$ cat src/rtl/mem_access_unit_if.sv
// Core-side request/response channel and word-wide memory port of the access unit.
// "master" drives the request (core) or the strobes (access unit); "slave" answers.
interface mau_req_if;
    logic        req_valid;
    logic        req_ready;
    logic        req_write;
    logic [2:0]  req_funct3;
    logic [31:0] req_addr;
    logic [31:0] req_wdata;
    logic        resp_valid;
    logic        resp_error;
    logic [31:0] resp_rdata;

    modport master (
        output req_valid, req_write, req_funct3, req_addr, req_wdata,
        input  req_ready, resp_valid, resp_error, resp_rdata
    );
    modport slave (
        input  req_valid, req_write, req_funct3, req_addr, req_wdata,
        output req_ready, resp_valid, resp_error, resp_rdata
    );
endinterface

interface mau_mem_if;
    logic [31:0] mem_address;
    logic [31:0] mem_wdata;
    logic [31:0] mem_rdata;
    logic        mem_read;
    logic        mem_write;
    logic        mem_type;

    modport master (
        output mem_address, mem_wdata, mem_read, mem_write, mem_type,
        input  mem_rdata
    );
    modport slave (
        input  mem_address, mem_wdata, mem_read, mem_write, mem_type,
        output mem_rdata
    );
endinterface

$ cat src/rtl/mem_access_unit.sv
// Byte-addressed load/store initiator for a word-wide ROM/RAM port.
// Sub-word stores are carried out as a read-modify-write of the containing word.
module mem_access_unit #(
    parameter logic [31:0] RAM_BASE     = 32'h0000_1000,
    parameter int          DEPTH_LOG2   = 5,
    parameter bit          ROM_WRITABLE = 1'b0,
    parameter logic        MEM_ROM      = 1'b0,
    parameter logic        MEM_RAM      = 1'b1
) (
    input  logic      clock,
    input  logic      reset_n,
    mau_req_if.slave  req,
    mau_mem_if.master mem
);
    typedef enum logic [1:0] {S_IDLE, S_READ, S_WRITE, S_RESP} state_t;

    state_t      r_state, w_state_nxt;
    logic        r_write, w_write_nxt;
    logic [2:0]  r_funct3, w_funct3_nxt;
    logic [1:0]  r_lane, w_lane_nxt;
    logic [15:0] r_wdata, w_wdata_nxt;
    logic [31:0] r_mem_address, w_mem_address_nxt;
    logic [31:0] r_mem_wdata, w_mem_wdata_nxt;
    logic        r_mem_read, w_mem_read_nxt;
    logic        r_mem_write, w_mem_write_nxt;
    logic        r_mem_type, w_mem_type_nxt;
    logic        r_resp_valid, w_resp_valid_nxt;
    logic        r_resp_error, w_resp_error_nxt;
    logic [31:0] r_resp_rdata, w_resp_rdata_nxt;

    logic        w_is_ram;
    logic [31:0] w_offset;
    logic [31:0] w_word;
    logic        w_range_err;
    logic        w_f3_err;
    logic        w_mis_err;
    logic        w_rom_err;
    logic        w_req_err;

    function automatic logic [31:0] f_extract(input logic [31:0] word, input logic [2:0] funct3,
                                              input logic [1:0] lane);
        logic [7:0]  b;
        logic [15:0] h;
        logic [31:0] res;
        b = word[{lane, 3'b000} +: 8];
        h = word[{lane[1], 4'b0000} +: 16];
        res = word;
        case (funct3)
            3'b000:  res = {{24{b[7]}}, b};
            3'b001:  res = {{16{h[15]}}, h};
            3'b100:  res = {24'h0, b};
            3'b101:  res = {16'h0, h};
            default: res = word;
        endcase
        return res;
    endfunction

    function automatic logic [31:0] f_merge(input logic [31:0] word, input logic [15:0] wdata,
                                            input logic is_half, input logic [1:0] lane);
        logic [31:0] res;
        res = word;
        if (is_half) res[{lane[1], 4'b0000} +: 16] = wdata;
        else         res[{lane, 3'b000} +: 8]      = wdata[7:0];
        return res;
    endfunction

    // Request decode: region, word index within the region, and every error cause.
    assign w_is_ram    = (req.req_addr >= RAM_BASE);
    assign w_offset    = req.req_addr - (w_is_ram ? RAM_BASE : 32'd0);
    assign w_word      = w_offset >> 2;
    assign w_range_err = |(w_word >> DEPTH_LOG2);
    assign w_mis_err   = ((req.req_funct3[1:0] == 2'b01) && req.req_addr[0]) ||
                         ((req.req_funct3 == 3'b010) && (req.req_addr[1:0] != 2'b00));
    assign w_rom_err   = req.req_write && !w_is_ram && !ROM_WRITABLE;
    assign w_req_err   = w_range_err || w_f3_err || w_mis_err || w_rom_err;

    // Unsigned variants exist only for loads.
    always_comb begin
        w_f3_err = 1'b1;
        case (req.req_funct3)
            3'b000, 3'b001, 3'b010: w_f3_err = 1'b0;
            3'b100, 3'b101:         w_f3_err = req.req_write;
            default:                w_f3_err = 1'b1;
        endcase
    end

    always_comb begin
        w_state_nxt       = r_state;
        w_write_nxt       = r_write;
        w_funct3_nxt      = r_funct3;
        w_lane_nxt        = r_lane;
        w_wdata_nxt       = r_wdata;
        w_mem_address_nxt = r_mem_address;
        w_mem_wdata_nxt   = r_mem_wdata;
        w_mem_type_nxt    = r_mem_type;
        w_mem_read_nxt    = 1'b0;
        w_mem_write_nxt   = 1'b0;
        w_resp_valid_nxt  = 1'b0;
        w_resp_error_nxt  = r_resp_error;
        w_resp_rdata_nxt  = r_resp_rdata;
        case (r_state)
            S_IDLE: begin
                if (req.req_valid) begin
                    w_write_nxt      = req.req_write;
                    w_funct3_nxt     = req.req_funct3;
                    w_lane_nxt       = req.req_addr[1:0];
                    w_wdata_nxt      = req.req_wdata[15:0];
                    w_resp_error_nxt = 1'b0;
                    w_resp_rdata_nxt = 32'h0;
                    if (w_req_err) begin
                        w_state_nxt      = S_RESP;
                        w_resp_valid_nxt = 1'b1;
                        w_resp_error_nxt = 1'b1;
                    end else begin
                        w_mem_address_nxt = w_word;
                        w_mem_type_nxt    = w_is_ram ? MEM_RAM : MEM_ROM;
                        if (req.req_write && (req.req_funct3 == 3'b010)) begin
                            w_state_nxt     = S_WRITE;
                            w_mem_write_nxt = 1'b1;
                            w_mem_wdata_nxt = req.req_wdata;
                        end else begin
                            w_state_nxt    = S_READ;
                            w_mem_read_nxt = 1'b1;
                        end
                    end
                end
            end
            S_READ: begin
                if (r_write) begin
                    w_state_nxt     = S_WRITE;
                    w_mem_write_nxt = 1'b1;
                    w_mem_wdata_nxt = f_merge(mem.mem_rdata, r_wdata, r_funct3[0], r_lane);
                end else begin
                    w_state_nxt      = S_RESP;
                    w_resp_valid_nxt = 1'b1;
                    w_resp_rdata_nxt = f_extract(mem.mem_rdata, r_funct3, r_lane);
                end
            end
            S_WRITE: begin
                w_state_nxt      = S_RESP;
                w_resp_valid_nxt = 1'b1;
            end
            S_RESP: begin
                w_state_nxt      = S_IDLE;
                w_resp_error_nxt = 1'b0;
                w_resp_rdata_nxt = 32'h0;
            end
            default: w_state_nxt = S_IDLE;
        endcase
    end

    always_ff @(posedge clock or negedge reset_n) begin
        if (!reset_n) begin
            r_state       <= S_IDLE;
            r_write       <= 1'b0;
            r_mem_address <= 32'h0;
            r_mem_wdata   <= 32'h0;
            r_mem_read    <= 1'b0;
            r_mem_write   <= 1'b0;
            r_mem_type    <= 1'b0;
            r_resp_valid  <= 1'b0;
            r_resp_error  <= 1'b0;
            r_resp_rdata  <= 32'h0;
        end else begin
            r_state       <= w_state_nxt;
            r_write       <= w_write_nxt;
            r_mem_address <= w_mem_address_nxt;
            r_mem_wdata   <= w_mem_wdata_nxt;
            r_mem_read    <= w_mem_read_nxt;
            r_mem_write   <= w_mem_write_nxt;
            r_mem_type    <= w_mem_type_nxt;
            r_resp_valid  <= w_resp_valid_nxt;
            r_resp_error  <= w_resp_error_nxt;
            r_resp_rdata  <= w_resp_rdata_nxt;
        end
    end

    // Request operands only matter after a accept, so they carry no reset.
    always_ff @(posedge clock) begin
        r_funct3 <= w_funct3_nxt;
        r_lane   <= w_lane_nxt;
        r_wdata  <= w_wdata_nxt;
    end

    assign req.req_ready   = (r_state == S_IDLE) && reset_n;
    assign req.resp_valid  = r_resp_valid;
    assign req.resp_error  = r_resp_error;
    assign req.resp_rdata  = r_resp_rdata;
    assign mem.mem_address = r_mem_address;
    assign mem.mem_wdata   = r_mem_wdata;
    assign mem.mem_read    = r_mem_read;
    assign mem.mem_write   = r_mem_write;
    assign mem.mem_type    = r_mem_type;

endmodule

$ cat src/flat_wrapper.sv
// flat-port wrapper written by rule: the top's interface ports become plain ports
module mem_access_unit_flat 
#(
    parameter logic [31:0] RAM_BASE     = 32'h0000_1000,
    parameter int          DEPTH_LOG2   = 5,
    parameter bit          ROM_WRITABLE = 1'b0,
    parameter logic        MEM_ROM      = 1'b0,
    parameter logic        MEM_RAM      = 1'b1
)
  (clock, reset_n, req_req_valid, req_req_write, req_req_funct3, req_req_addr, req_req_wdata, req_req_ready, req_resp_valid, req_resp_error, req_resp_rdata, mem_mem_address, mem_mem_wdata, mem_mem_read, mem_mem_write, mem_mem_type, mem_mem_rdata);
  mau_req_if req_i ();
  mau_mem_if mem_i ();
  input  logic clock;
  input  logic reset_n;
  input wire logic [$bits(req_i.req_valid)-1:0] req_req_valid;
  input wire logic [$bits(req_i.req_write)-1:0] req_req_write;
  input wire logic [$bits(req_i.req_funct3)-1:0] req_req_funct3;
  input wire logic [$bits(req_i.req_addr)-1:0] req_req_addr;
  input wire logic [$bits(req_i.req_wdata)-1:0] req_req_wdata;
  output wire logic [$bits(req_i.req_ready)-1:0] req_req_ready;
  output wire logic [$bits(req_i.resp_valid)-1:0] req_resp_valid;
  output wire logic [$bits(req_i.resp_error)-1:0] req_resp_error;
  output wire logic [$bits(req_i.resp_rdata)-1:0] req_resp_rdata;
  output wire logic [$bits(mem_i.mem_address)-1:0] mem_mem_address;
  output wire logic [$bits(mem_i.mem_wdata)-1:0] mem_mem_wdata;
  output wire logic [$bits(mem_i.mem_read)-1:0] mem_mem_read;
  output wire logic [$bits(mem_i.mem_write)-1:0] mem_mem_write;
  output wire logic [$bits(mem_i.mem_type)-1:0] mem_mem_type;
  input wire logic [$bits(mem_i.mem_rdata)-1:0] mem_mem_rdata;
  assign req_i.req_valid = req_req_valid;
  assign req_i.req_write = req_req_write;
  assign req_i.req_funct3 = req_req_funct3;
  assign req_i.req_addr = req_req_addr;
  assign req_i.req_wdata = req_req_wdata;
  assign req_req_ready = req_i.req_ready;
  assign req_resp_valid = req_i.resp_valid;
  assign req_resp_error = req_i.resp_error;
  assign req_resp_rdata = req_i.resp_rdata;
  assign mem_mem_address = mem_i.mem_address;
  assign mem_mem_wdata = mem_i.mem_wdata;
  assign mem_mem_read = mem_i.mem_read;
  assign mem_mem_write = mem_i.mem_write;
  assign mem_mem_type = mem_i.mem_type;
  assign mem_i.mem_rdata = mem_mem_rdata;
  mem_access_unit #(.RAM_BASE(RAM_BASE), .DEPTH_LOG2(DEPTH_LOG2), .ROM_WRITABLE(ROM_WRITABLE), .MEM_ROM(MEM_ROM), .MEM_RAM(MEM_RAM)) u_core (.clock(clock), .reset_n(reset_n), .req(req_i), .mem(mem_i));
endmodule
$ cat config.mk
export PLATFORM = sky130hd
export DESIGN_NAME = mem_access_unit_flat
export DESIGN_NICKNAME = d
export VERILOG_FILES = /design/src/rtl/mem_access_unit_if.sv /design/src/rtl/mem_access_unit.sv /design/src/flat_wrapper.sv
export SDC_FILE = /design/constraint.sdc
export NUM_CORES = 1
export LEC_CHECK = 0
export ABC_AREA = 1
export BUFFER_PORTS_ARGS = -buffer_cell sky130_fd_sc_hd__buf_2
export CAP_MARGIN = 20
export CELL_PAD_IN_SITES_DETAIL_PLACEMENT = 2
export CELL_PAD_IN_SITES_GLOBAL_PLACEMENT = 2
export CORE_MARGIN = 2
export CORE_UTILIZATION = 27
export CTS_BUF_LIST = sky130_fd_sc_hd__clkbuf_8
export CTS_CLUSTER_DIAMETER = 50
export DETAILED_ROUTE_END_ITERATION = 10
export GPL_ROUTABILITY_DRIVEN = 0
export PLACE_DENSITY_LB_ADDON = 0.15
export SLEW_MARGIN = 20
export SYNTH_ARGS = -nofsm -noshare
export SYNTH_HDL_FRONTEND = slang
export SYNTH_SLANG_ARGS = --single-unit
$ cat constraint.sdc
create_clock -name clock -period 2.3 [get_ports clock]
set_input_delay 0.23 -clock clock [delete_from_list [all_inputs] [get_ports clock]]
set_output_delay 0.23 -clock clock [all_outputs]
set_load 0.005 [all_outputs]
# Word level (Yosys, flattened, before mapping)
# Cells that the tools add are included.
[word_totals]
elab_cells = 100
out_inout_bits = 102
input_bits = 103
reg_bits = 123
[op_classes]
n_eq_ne = 16
addsub = 3
bitwise_logic = 1
n_mux = 35
reduce_logical = 25
order_cmp = 1
shifts = 6
[op_table]
columns = ["op", "n"]
rows = [
  ["$mux 32", 7],
  ["$pmux 32 s4", 1],
  ["$pmux 32 s3", 1],
  ["$bwmux 32", 2],
  ["$pmux 32 s2", 1],
  ["$ge 32x13->1 const B", 1],
  ["$shift 16x7->32 const A", 1],
  ["$shift 8x7->32 const A", 1],
  ["$shiftx 16x7->32", 1],
  ["$shiftx 32x6->16", 1],
  ["$shiftx 32x6->8", 1],
  ["$shiftx 8x7->32", 1],
  ["$sub 32x32->32", 1],
  ["$reduce_or 25->1", 1],
  ["$mux 1", 14],
  ["$neg 5->7", 2],
  ["$mux 13", 1],
  ["$eq 3x3->1 const B", 4],
  ["$pmux 2 s4", 1],
  ["$eq 3x1->1 const B", 2],
  ["$logic_not 3->1", 2],
  ["$mux 2", 3],
  ["$ne 2x2->1 const B", 3],
  ["$pmux 1 s2", 3],
  ["17 further kinds", 31],
]

# Longest topological paths before layout
# Gate-level depths: netlist (run 1).
[logic_depth]
word_depth = 10
ltp_mapped = 20
depth_no_buf = 19

# Worst setup path after synthesis (run 1)
# Ideal clock, no wire load.
[synth_timing]
kind = "input-to-reg"
startpoint = "input port req_req_addr[17]"
endpoint = "register u_core.r_mem_address[10] (netlist: u_core.mem.mem_address[10])"
path_buffers = 1
stages = 18
setup_slack_ps = -285
t_arrival_ps = 2469
path_cell_list = "nor2_1 -> nand2_2 -> nor2_1 -> nand3_1 -> ha_1 -> ha_1 -> xnor2_1 -> nand3_1 -> nor2_1 -> nand2_1 -> nor2_1 -> nand2_1 -> nor2_1 -> and2_2 -> nand3_4 -> inv_2 -> buf_4 -> nor2_1"
[synth_between]
elab_chain_len = 9
word_cells_on_any_way = 11
classes_between = "add/sub: 1; order compare: 1; mux: 1; bitwise: 1; reduce/logical: 7"
[synth_lines]
columns = ["item", "line_no", "source"]
rows = [
  ["start: declaration", "flat_wrapper.sv:18", "input wire logic [$bits(req_i.req_addr)-1:0] req_req_addr;"],
  ["$ge 32x13->1 *", "mem_access_unit.sv:68", "assign w_is_ram = (req.req_addr >= RAM_BASE);"],
  ["via u_core.w_is_ram", "mem_access_unit.sv:31", "logic w_is_ram;"],
  ["$mux 13", "mem_access_unit.sv:69", "assign w_offset = req.req_addr - (w_is_ram ? RAM_BASE : 32'd0);"],
  ["$sub 32x32->32", "mem_access_unit.sv:69", ""],
  ["$reduce_or 25->1", "mem_access_unit.sv:71", "assign w_range_err = |(w_word >> DEPTH_LOG2);"],
  ["$logic_or 1x1->1 (3 in a row)", "mem_access_unit.sv:75", "assign w_req_err = w_range_err || w_f3_err || w_mis_err || w_rom_err;"],
  ["$not 1->1 (no line)", "-", ""],
  ["$reduce_and 3->1 (no line)", "-", ""],
  ["end signal: assignment", "mem_access_unit.sv:167", "r_mem_address <= w_mem_address_nxt;"],
  ["end: declaration", "mem_access_unit.sv:22", "logic [31:0] r_mem_address, w_mem_address_nxt;"],
]
# The timed path passes the listed nets; every way through them passes the cells marked *.
# A chain may end at the register's enable or synchronous reset.

# Worst setup path in the final report (run 1)
[layout_timing]
startpoint = "input port req_req_addr[27]"
endpoint = "register u_core.r_mem_wdata[4] (netlist: u_core.mem.mem_wdata[4])"
[layout_between]
elab_chain_len = 9
word_cells_on_any_way = 11
classes_between = "add/sub: 1; order compare: 1; eq/ne: 1; mux: 1; reduce/logical: 7"
[layout_lines]
columns = ["item", "line_no", "source"]
rows = [
  ["$ge 32x13->1 *", "mem_access_unit.sv:68", ""],
  ["via u_core.w_is_ram", "mem_access_unit.sv:31", ""],
  ["$mux 13", "mem_access_unit.sv:69", ""],
  ["$sub 32x32->32", "mem_access_unit.sv:69", ""],
  ["$reduce_or 25->1", "mem_access_unit.sv:71", ""],
  ["$logic_or 1x1->1 (2 in a row)", "mem_access_unit.sv:75", ""],
  ["$logic_or 1x1->1 *", "mem_access_unit.sv:75", ""],
  ["$ne 2x2->1 (no line) *", "-", ""],
  ["$reduce_and 5->1 (no line) *", "-", ""],
  ["end signal: assignment", "mem_access_unit.sv:168", "r_mem_wdata <= w_mem_wdata_nxt;"],
  ["end: declaration", "mem_access_unit.sv:23", "logic [31:0] r_mem_wdata, w_mem_wdata_nxt;"],
]
# Marks and branches as above.

==> results of run 1 <==
[layer usage]
metal | up-vias | GRT usage | part of all wire
li1 | 3711 | - | -
met2 | 177 | 0.3854 | 0.50
met3 | 26 | 0.03932 | 0.043
met4 | 0 | 0.05482 | 0.014
met5 | - | 0 | 0
met1 | 3845 | 0.2881 | 0.44
[report_power, final]
| group | leakage, nW | internal [mW] | switching (mW) |
|---|---|---|---|
| sequential | 1.42 | 2.86 | 0.350 |
| clock | 0.181 | 0.763 | 1.06 |
| combinational | 3.45 | 1.81 | 3.06 |
[cell usage in the layout, fill, tap and decap left out, types with 3 or more instances in the layout]
cell type and n:
nand2_1 183, nand3b_1 4, nor2_1 133, inv_6 4, inv_1 93, a21oi_1 42
buf_6 15, nand3_2 12, nand3_1 40, nor2_4 11, buf_12 5, o22ai_1 24
nand4_1 4, nand2_2 10, dfrtp_1 102, o21ai_1 3, a31oi_1 32, clkinv_4 4
buf_2 190, nand2_8 4, buf_4 62, xnor2_1 3, clkbuf_8 17, dlygate4sd3_1 27
clkbuf_16 3, nand3_4 7, nor3_1 9, nor2_2 5, edfxtp_1 21, o21ai_0 133
ha_1 8, nand2_4 4
[final cells by class]
class | instances | share of cell area
Multi-Input combinational cell | 687 | 0.3635
Sequential cell | 123 | 0.3165
Timing Repair Buffer | 304 | 0.2061
Tap cell | 335 | 0.04168
Inverter | 96 | 0.03732
Clock buffer | 17 | 0.02326
Clock inverter | 15 | 0.01157
[worst max-delay path by stage]
stage	end	slack, ns	cells past startpoint
4_1_cts	u_core.mem.mem_wdata[4]$_DFFE_PN0P_	0.003	20
3_3_place_gp	u_core.mem.mem_wdata[27]$_DFFE_PN0P_	-0.47	20
5_1_grt	u_core.mem.mem_wdata[4]$_DFFE_PN0P_	-0.11	20
2_1_floorplan	u_core.mem.mem_wdata[10]$_DFFE_PN0P_	-0.05	20
6_report	u_core.mem.mem_wdata[4]$_DFFE_PN0P_	0.06	20
3_5_place_dp	u_core.mem.mem_wdata[14]$_DFFE_PN0P_	-0.67	20
[sequential cells by signal (all words and copies together) (netlist names)]
register and count:
u_core.mem.mem_type 1, u_core.mem.mem_wdata 32, u_core.mem.mem_write 1, u_core.r_funct3 3, u_core.mem.mem_address 30, u_core.req.resp_error 1
u_core.req.resp_valid 1, u_core.req.resp_rdata 32, u_core.r_write 1, u_core.r_state 2, u_core.r_lane 2, u_core.r_wdata 16
u_core.mem.mem_read 1
[worst max-delay path, stage by stage]
cell,delay [ns]
buf_2,0.11
nor2_1,0.13
nand2_2,0.09
nor2_4,0.12
nand3_4,0.10
ha_4,0.18
ha_4,0.25
nand2_2,0.05
nor3_2,0.10
nand3_1,0.08
nor2_1,0.09
nand2_1,0.06
nor2_1,0.09
nand2_1,0.09
nor2_4,0.12
nand4_4,0.13
nand2_8,0.22
clkbuf_16,0.21
nand3_2,0.07
nand2_1,0.07
[logic make-up (layout without fill, tap and decap cells)]
family,after synthesis,in the layout,share of synthesized area
buffers and inverters,150,432,0.08762
flip-flops,123,123,0.4485
XOR/XNOR,3,3,0.003703
AO/OA/AOI/OAI,239,239,0.1805
other,1,2,0.0005284
AND/OR/NAND/NOR,430,432,0.2597
adder cells (fa/ha/maj),11,11,0.01939
[what timing repair did]
item | CTS | global route
cloned | 3 | 4
hold buffers | 27 | 0
setup endpoints to repair | 34 | 77
pin swaps | 5 | 16
gates resized for setup | 11 | 69
setup buffers | 1 | 6
endpoints found under the hold margin | 56 | 0
==> impl_metrics.yaml, run 1 <==
run:
  maxCapViolCount: 0
worst_hold_path:
  holdCritStartpoint: "mem_mem_rdata[4]"
  min_delay_path_depth: 3
  holdPathEnd: "u_core.req.resp_rdata[4]$_DFFE_PN0P_"
  hp-class: "primary input to flip-flop"
final_layout:
  multi_input_area_um2: 3656
  instances_no_fill: 1577
  fin_nets: 1343
  synthToLayoutAreaGrowth_pct: 41.71
  final_area_um2: 10060
  antenna_cells: 0
  final_core_util: 0.3881
  drive_gt1_frac: 0.3003
  nFillCells: 3075
  ff_latch_area_um2: 3183
synthesis:
  yosys_register_bits: 123
  synth_edf_count: 21
  ys_seq_area_frac: 0.4485
  synth_flop_cell: "dfrtp_1"
  yosys.cell_types.count: 37
  yosysMostFrequentCell: "nand2_1"
  synth_warnings: 0
  yosys.area.top_type: "dfrtp_1"
  synthCells: 957
  synth_area_per_cell_um2: 7.416
  synth_top_area_frac: 0.3597
  synth_common_cells: "nand2_1, nor2_1, o21ai_0"
  yosys-top-cells-area: "dfrtp_1, nand2_1, o21ai_0"
  synthesis.area_um2: 7097
  async_reset_ff_frac: 0.8293
cts:
  clk_latency_ns: 0.46
  clk_pin_slew_ns: 0.08
  cts_tree: "built"
  h-tree-depth: 4
  clock_path_buffers: 2
  cts-root-buf: "clkbuf_8"
  cts_sinks: 123
  numCtsBuffers: 17
worst_setup_path:
  crit_type: "primary input to flip-flop"
  reg2reg_from: "u_core.r_lane[1]$_DFFE_PP_"
  rr_worst_depth: 9
  crit_start: "req_req_addr[27]"
  reg2reg_setup_slack_ns: 0.10
  cp-start-kind: "primary input"
  setup.worst_path.end_class: "flip-flop"
  crit_arrival_ns: 2.63
  rr_endpoint: "u_core.mem.mem_wdata[15]$_DFFE_PN0P_"
  critPathMaxFanout: 8
  cp.required_ns: 2.69
floorplanning:
  ios: 205
  die-area_um2: 27600
  die_w_um: 166.1
  core_um2: 25910
  num_rows: 59
  die_h_um: 166.1
  start_util: 0.2739
routing:
  routed_wl_mm: 31.19
  post_drt_wl_per_cell_um: 19.78
  vias: 7759
  dr.pass1.iters: 4
  drc: 0
  viasPerCell: 4.920
  first_iter_violations: 370
  antenna_left: 0
global_route:
  grt_max_degree: 66
  overflow: 0
  antenna_found_initial: 0
  grt_usage: 0.2224
  grt_pass1_vias: 8325
  grt_first_pass_wirelength_mm: 48.36
timing:
  setup_slack_ns: 0.06318
  slew_viol_final: 0
  hold_violations: 0
  skew_ns: 0.01476
  relSlewSlack: 0.5203
  period_needed_ns: 2.237
  fin_crit_sh: 0.9725
  final-setup-viol-count: 0
  rsz0062_at_grt: "true"
  finalSetupTns_ns: 0
  tightest_slew_ns: 0.7195
  fmax_mhz: 447.1
  timing.hold.ws_ns: 0.06749
placement:
  place_ws_ns: -0.6664
  dp_hpwl_mm: 22.79
  placed_area_um2: 8886
  port_buffers: 202
  dp.cells: 1504
outcome:
  outcome: "finished, final reports clean"
power:
  power_mw: 9.899
  powerDensity_nw_per_um2: 984.2
  max-vdd-ir-drop_mv: 0.5291
  p_leak_nw: 5.044
(Power assumes the default switching activity.)
==> run 2: changes to the inputs <==
--- a/config.mk
+++ b/config.mk
@@ -10,13 +10,15 @@
 export CAP_MARGIN = 20
 export CELL_PAD_IN_SITES_DETAIL_PLACEMENT = 2
 export CELL_PAD_IN_SITES_GLOBAL_PLACEMENT = 2
-export CORE_MARGIN = 2
+export CORE_MARGIN = 1.5
 export CORE_UTILIZATION = 27
 export CTS_BUF_LIST = sky130_fd_sc_hd__clkbuf_8
 export CTS_CLUSTER_DIAMETER = 50
 export DETAILED_ROUTE_END_ITERATION = 10
 export GPL_ROUTABILITY_DRIVEN = 0
+export MAX_ROUTING_LAYER = met4
 export PLACE_DENSITY_LB_ADDON = 0.15
+export SETUP_SLACK_MARGIN = 0.15
 export SLEW_MARGIN = 20
 export SYNTH_ARGS = -nofsm -noshare
 export SYNTH_HDL_FRONTEND = slang
==> impl_metrics.yaml, run 2 (same netlist as run 1, synthesis figures left out) <==
final_layout:
  final_cell_mix: "buf_2, nand2_1, o21ai_0"
  fin_nets: 1360
  final_common_cell: "buf_2"
  nFillCells: 3016
  ff_latch_area_um2: 3183
  multi_input_area_um2: 3657
  drive_gt1_frac: 0.3233
  synthToLayoutAreaGrowth_pct: 45.75
  final_core_util: 0.3992
cts:
  clk_latency_ns: 0.47
  cts_sinks: 123
  clock_path_buffers: 2
  numCtsBuffers: 17
  cts_tree: "built"
  cts-root-buf: "clkbuf_8"
  h-tree-depth: 4
  clk_pin_slew_ns: 0.10
timing:
  skew_ns: 0.01672
  tightest_slew_ns: 0.6602
  slew_viol_final: 0
  final-setup-viol-count: 3
  setup_slack_ns: -0.01808
  fmax_mhz: 431.4
  relSlewSlack: 0.5598
  hold_violations: 0
  fin_crit_sh: 1.008
  period_needed_ns: 2.318
  rsz0062_at_grt: "true"
worst_setup_path:
  rr_endpoint: "u_core.mem.mem_wdata[25]$_DFFE_PN0P_"
  crit_arrival_ns: 2.68
  rr_worst_depth: 10
  reg2reg_from: "u_core.r_lane[1]$_DFFE_PP_"
  reg2reg_setup_slack_ns: 0.15
  crit_type: "primary input to flip-flop"
  critPathMaxFanout: 8
  setup.worst_path.end_class: "flip-flop"
  cp.required_ns: 2.66
  cp-start-kind: "primary input"
outcome:
  violations: "negative setup slack"
  outcome: "complete, but fails checks"
global_route:
  antenna_found_initial: 5
  grt_first_pass_wirelength_mm: 47.40
  grt_max_degree: 70
  grt_usage: 0.2365
  overflow: 0
  grt_pass1_vias: 8354
routing:
  drc: 0
  vias: 7883
  post_drt_wl_per_cell_um: 19.88
  viasPerCell: 4.930
  dr.pass1.iters: 4
  antenna_left: 0
  first_iter_violations: 315
  routed_wl_mm: 31.79
run:
  maxCapViolCount: 0
floorplanning:
  die_w_um: 165.1
  start_util: 0.2739
  core_um2: 25910
  die_h_um: 165.1
  num_rows: 59
  ios: 205
  die-area_um2: 27270
worst_hold_path:
  holdCritStartpoint: "mem_mem_rdata[5]"
  hp-class: "primary input to flip-flop"
  min_delay_path_depth: 3
  holdPathEnd: "u_core.req.resp_rdata[5]$_DFFE_PN0P_"
placement:
  port_buffers: 202
  dp_hpwl_mm: 22.36
power:
  p_leak_nw: 5.184
  powerDensity_nw_per_um2: 980.1
  max-vdd-ir-drop_mv: 0.4338
  power_mw: 10.14
## run 2: worst max-delay path by stage
stage                     cells past startpoint                           from  slack (ns)                                    to
after floorplan                              20               req_req_addr[17]       -0.05  u_core.mem.mem_wdata[10]$_DFFE_PN0P_
after global placement                       20               req_req_addr[25]       -0.45   u_core.mem.mem_wdata[0]$_DFFE_PN0P_
after detailed placement                     20               req_req_addr[25]       -0.57   u_core.mem.mem_wdata[0]$_DFFE_PN0P_
after CTS                                    10  u_core.r_state[1]$_DFFE_PN0P_        0.10  u_core.req.resp_rdata[2]$_DFFE_PN0P_
after global routing                         21               req_req_addr[30]       -0.16  u_core.mem.mem_wdata[13]$_DFFE_PN0P_
final                                        20               req_req_addr[24]       -0.02  u_core.mem.mem_wdata[14]$_DFFE_PN0P_
## run 2: worst max-delay path, cell delays in order
cell     delay (ns)
buf_2          0.12
nor2_4         0.09
nand2_2        0.08
buf_4          0.14
buf_4          0.12
buf_4          0.12
buf_4          0.13
buf_4          0.12
buf_4          0.12
nor2_1         0.12
nand3_1        0.09
nand2_1        0.10
nand3_1        0.18
nor2_4         0.19
nand4_4        0.14
nand2_8        0.22
buf_6          0.15
nand2_8        0.09
nand2_2        0.09
nand2_1        0.05
## run 2: what timing repair did
item	4_1_cts	5_1_grt
hold buffers	27	0
pin swaps	3	18
hold endpoints to repair	115	0
gates cloned	4	7
endpoints found under the setup margin	65	96
buffers inserted	15	6
resized for setup	30	62
## run 2: where the power goes
group | switching (mW) | total (mW) | internal, mW
Combinational | 3.00 | 4.87 | 1.86
Sequential | 0.378 | 3.24 | 2.86
Clock | 1.21 | 2.04 | 0.829
## run 2: through the flow
step                hold WS, ns  std cells  worst slack, ns  setup TNS (ns)  instance area (um2)
finish                  0.03096       1599         -0.01808        -0.04722                10340
global route            0.02576       1599          -0.1605          -5.116                10340
CTS                     0.01087       1581           0.1043               0                 9902
detailed placement       0.3273       1503          -0.5666          -30.58                 8904
global placement         0.3267       1503          -0.4523          -23.83                 8904
floorplan              -0.06559        958         -0.04912          -2.246                 7184
## run 2: metal layers
layer	wire, um	vias to the layer above	share of wire	global-route usage
met4	491	0	0.015	0.05897
met3	1575	30	0.050	0.04570
met1	13930	3925	0.44	0.2926
li1	-	3748	-	-
met2	15800	180	0.50	0.3963
met5	0	-	0	-
## run 2: layout make-up
class,instances,area share
clock inverter,15,0.01621
sequential,123,0.3077
multi-input combinational,687,0.3536
tap,335,0.04052
timing repair buffer,321,0.2218
clock buffer,17,0.02262
inverter,96,0.03629
antenna,5,0.001210
==> run 3: changes to the inputs <==
--- a/config.mk
+++ b/config.mk
@@ -10,6 +10,7 @@
 export CAP_MARGIN = 20
 export CELL_PAD_IN_SITES_DETAIL_PLACEMENT = 2
 export CELL_PAD_IN_SITES_GLOBAL_PLACEMENT = 2
+export CORE_ASPECT_RATIO = 0.75
 export CORE_MARGIN = 1.5
 export CORE_UTILIZATION = 27
 export CTS_BUF_LIST = sky130_fd_sc_hd__clkbuf_8
==> impl_metrics.yaml, run 3 (same netlist as run 1, synthesis figures left out) <==
outcome:
  outcome: "complete, but fails checks"
  violations: "negative setup slack"
global_route:
  antenna_found_initial: 0
  use_met2: 0.4030
  grt_use_met1: 0.3268
  grt_first_pass_wirelength_mm: 50.14
  met3_usage: 0.04835
  grt_max_degree: 71
  overflow: 0
  grt-busiest-layer: "met2"
  grt_usage: 0.2502
  grt_pass1_vias: 8542
routing:
  dr.pass1.iters: 4
  first_iter_violations: 359
  viasPerCell: 4.942
  routed_wl_mm: 33.78
  drc: 0
  antenna_left: 0
  vias: 7977
  post_drt_wl_per_cell_um: 20.93
placement:
  port_buffers: 202
  placed_area_um2: 8925
  place_ws_ns: -0.6119
  dp_hpwl_mm: 23.11
  dp.cells: 1515
power:
  max-vdd-ir-drop_mv: 0.3631
  p_leak_nw: 5.351
  power_mw: 10.46
  powerDensity_nw_per_um2: 985.0
worst_setup_path:
  setup.worst_path.end_class: "flip-flop"
  reg2reg_setup_slack_ns: 0.20
  crit_start: "req_req_addr[25]"
  cp-start-kind: "primary input"
  critPathMaxFanout: 8
  endpoint: "u_core.mem.mem_wdata[27]$_DFFE_PN0P_"
  crit_top_cell: "buf_4"
  rr_endpoint: "u_core.mem.mem_wdata[10]$_DFFE_PN0P_"
  crit_slowest_cell: "nor2_1"
  rr_worst_depth: 10
  reg2reg_from: "u_core.r_lane[1]$_DFFE_PP_"
  max_stage_delay_ns: 0.17
  crit_type: "primary input to flip-flop"
  cp.required_ns: 2.70
  crit_arrival_ns: 2.74
final_layout:
  final_common_cell: "buf_2"
  ff_latch_area_um2: 3183
  multi_input_area_um2: 3850
  drive_gt1_frac: 0.3538
  final_area_um2: 10620
  instances_no_fill: 1614
  synthToLayoutAreaGrowth_pct: 49.70
  fin_nets: 1370
  nFillCells: 2977
  final_cell_mix: "buf_2, nand2_1, o21ai_0"
timing:
  tightest_slew_ns: 0.5744
  fmax_mhz: 428.5
  relSlewSlack: 0.6170
  skew_ns: 0.02191
  final-setup-viol-count: 9
  fin_crit_sh: 1.015
  timing.hold.ws_ns: 0.04092
  rsz0062_at_grt: "true"
  hold_violations: 0
  setup_slack_ns: -0.03349
  slew_viol_final: 0
  period_needed_ns: 2.333
floorplanning:
  core_um2: 25910
  die_w_um: 190.2
  ios: 205
  start_util: 0.2739
  die_h_um: 143.4
  num_rows: 51
  die-area_um2: 27280
cts:
  cts_sinks: 123
  clock_path_buffers: 2
  clk_latency_ns: 0.48
  h-tree-depth: 4
  numCtsBuffers: 17
  clk_pin_slew_ns: 0.09
  cts-root-buf: "clkbuf_8"
  cts_tree: "built"
worst_hold_path:
  hp-class: "primary input to flip-flop"
run:
  maxCapViolCount: 0
==> run 3: cell types whose count changed in the layout (fill, tap and decap cells not counted), sizes merged <==
| cell | delta |
|---|---|
| bufinv | +2 |
| clkinv | -2 |
| diode | -4 |
| clkinvlp | +2 |
| inv | -4 |
| buf | +14 |
| clkbuf | -2 |
==> run 3: worst max-delay path, delay by kind of cell <==
kind	cells	cell delay (ns)
buf+inv	14	1.29
simple gates	11	1.20
==> run 3: worst min-delay path by stage <==
| stage | startpoint | to | slack (ns) | cells after the start |
|---|---|---|---|---|
| 6_report | mem_mem_rdata[0] | u_core.req.resp_rdata[0]$_DFFE_PN0P_ | 0.04 | 3 |
| 3_3_place_gp | reset_n | u_core.req.resp_rdata[16]$_DFFE_PN0P_ | 0.06 | 1 |
| 5_1_grt | mem_mem_rdata[2] | u_core.req.resp_rdata[2]$_DFFE_PN0P_ | 0.05 | 3 |
| 4_1_cts | mem_mem_rdata[5] | u_core.req.resp_rdata[5]$_DFFE_PN0P_ | 0.03 | 3 |
| 3_5_place_dp | reset_n | u_core.req.resp_rdata[16]$_DFFE_PN0P_ | 0.05 | 1 |
| 2_1_floorplan | reset_n | u_core.mem.mem_address[0]$_DFFE_PN0P_ | -0.07 | 0 |
==> run 3: layout make-up <==
type / count / area share
antenna: 1 / 0.0002355
clock inverter: 13 / 0.01331
clock buffer: 19 / 0.02461
sequential: 123 / 0.2996
tap: 344 / 0.04051
timing repair buffer: 331 / 0.2245
inverter: 96 / 0.03486
multi-input combinational: 687 / 0.3624
==> run 3: where the power goes <==
group          switching (mW)  total, mW  internal, mW
clock                    1.05       2.08          1.03
combinational            3.07       5.13          2.06
sequential              0.391       3.25          2.86
==> run 3: metal layers <==
metal,vias up,routed length (um)
met1,4025,15760
met4,0,327
met2,173,16160
met5,-,0
li1,3762,-
met3,17,1530
==> run 3: timing repair <==
item                       4_1_cts  5_1_grt
hold endpoints to repair       128        0
setup endpoints to repair       84       86
hold buffers                    27        0
resized for setup               50      118
pin swaps                       16       19
buffers inserted                22       10
cloned                           4        3
==> run 3: stage by stage <==
| step | util | setup TNS, ns |
|---|---|---|
| 6_report | 0.4101 | -0.1117 |
| 5_1_grt | 0.4100 | -3.816 |
| 4_1_cts | 0.3890 | 0 |
| 3_5_place_dp | 0.3445 | -33.40 |
| 3_3_place_gp | 0.3445 | -26.23 |
| 2_1_floorplan | - | -2.246 |
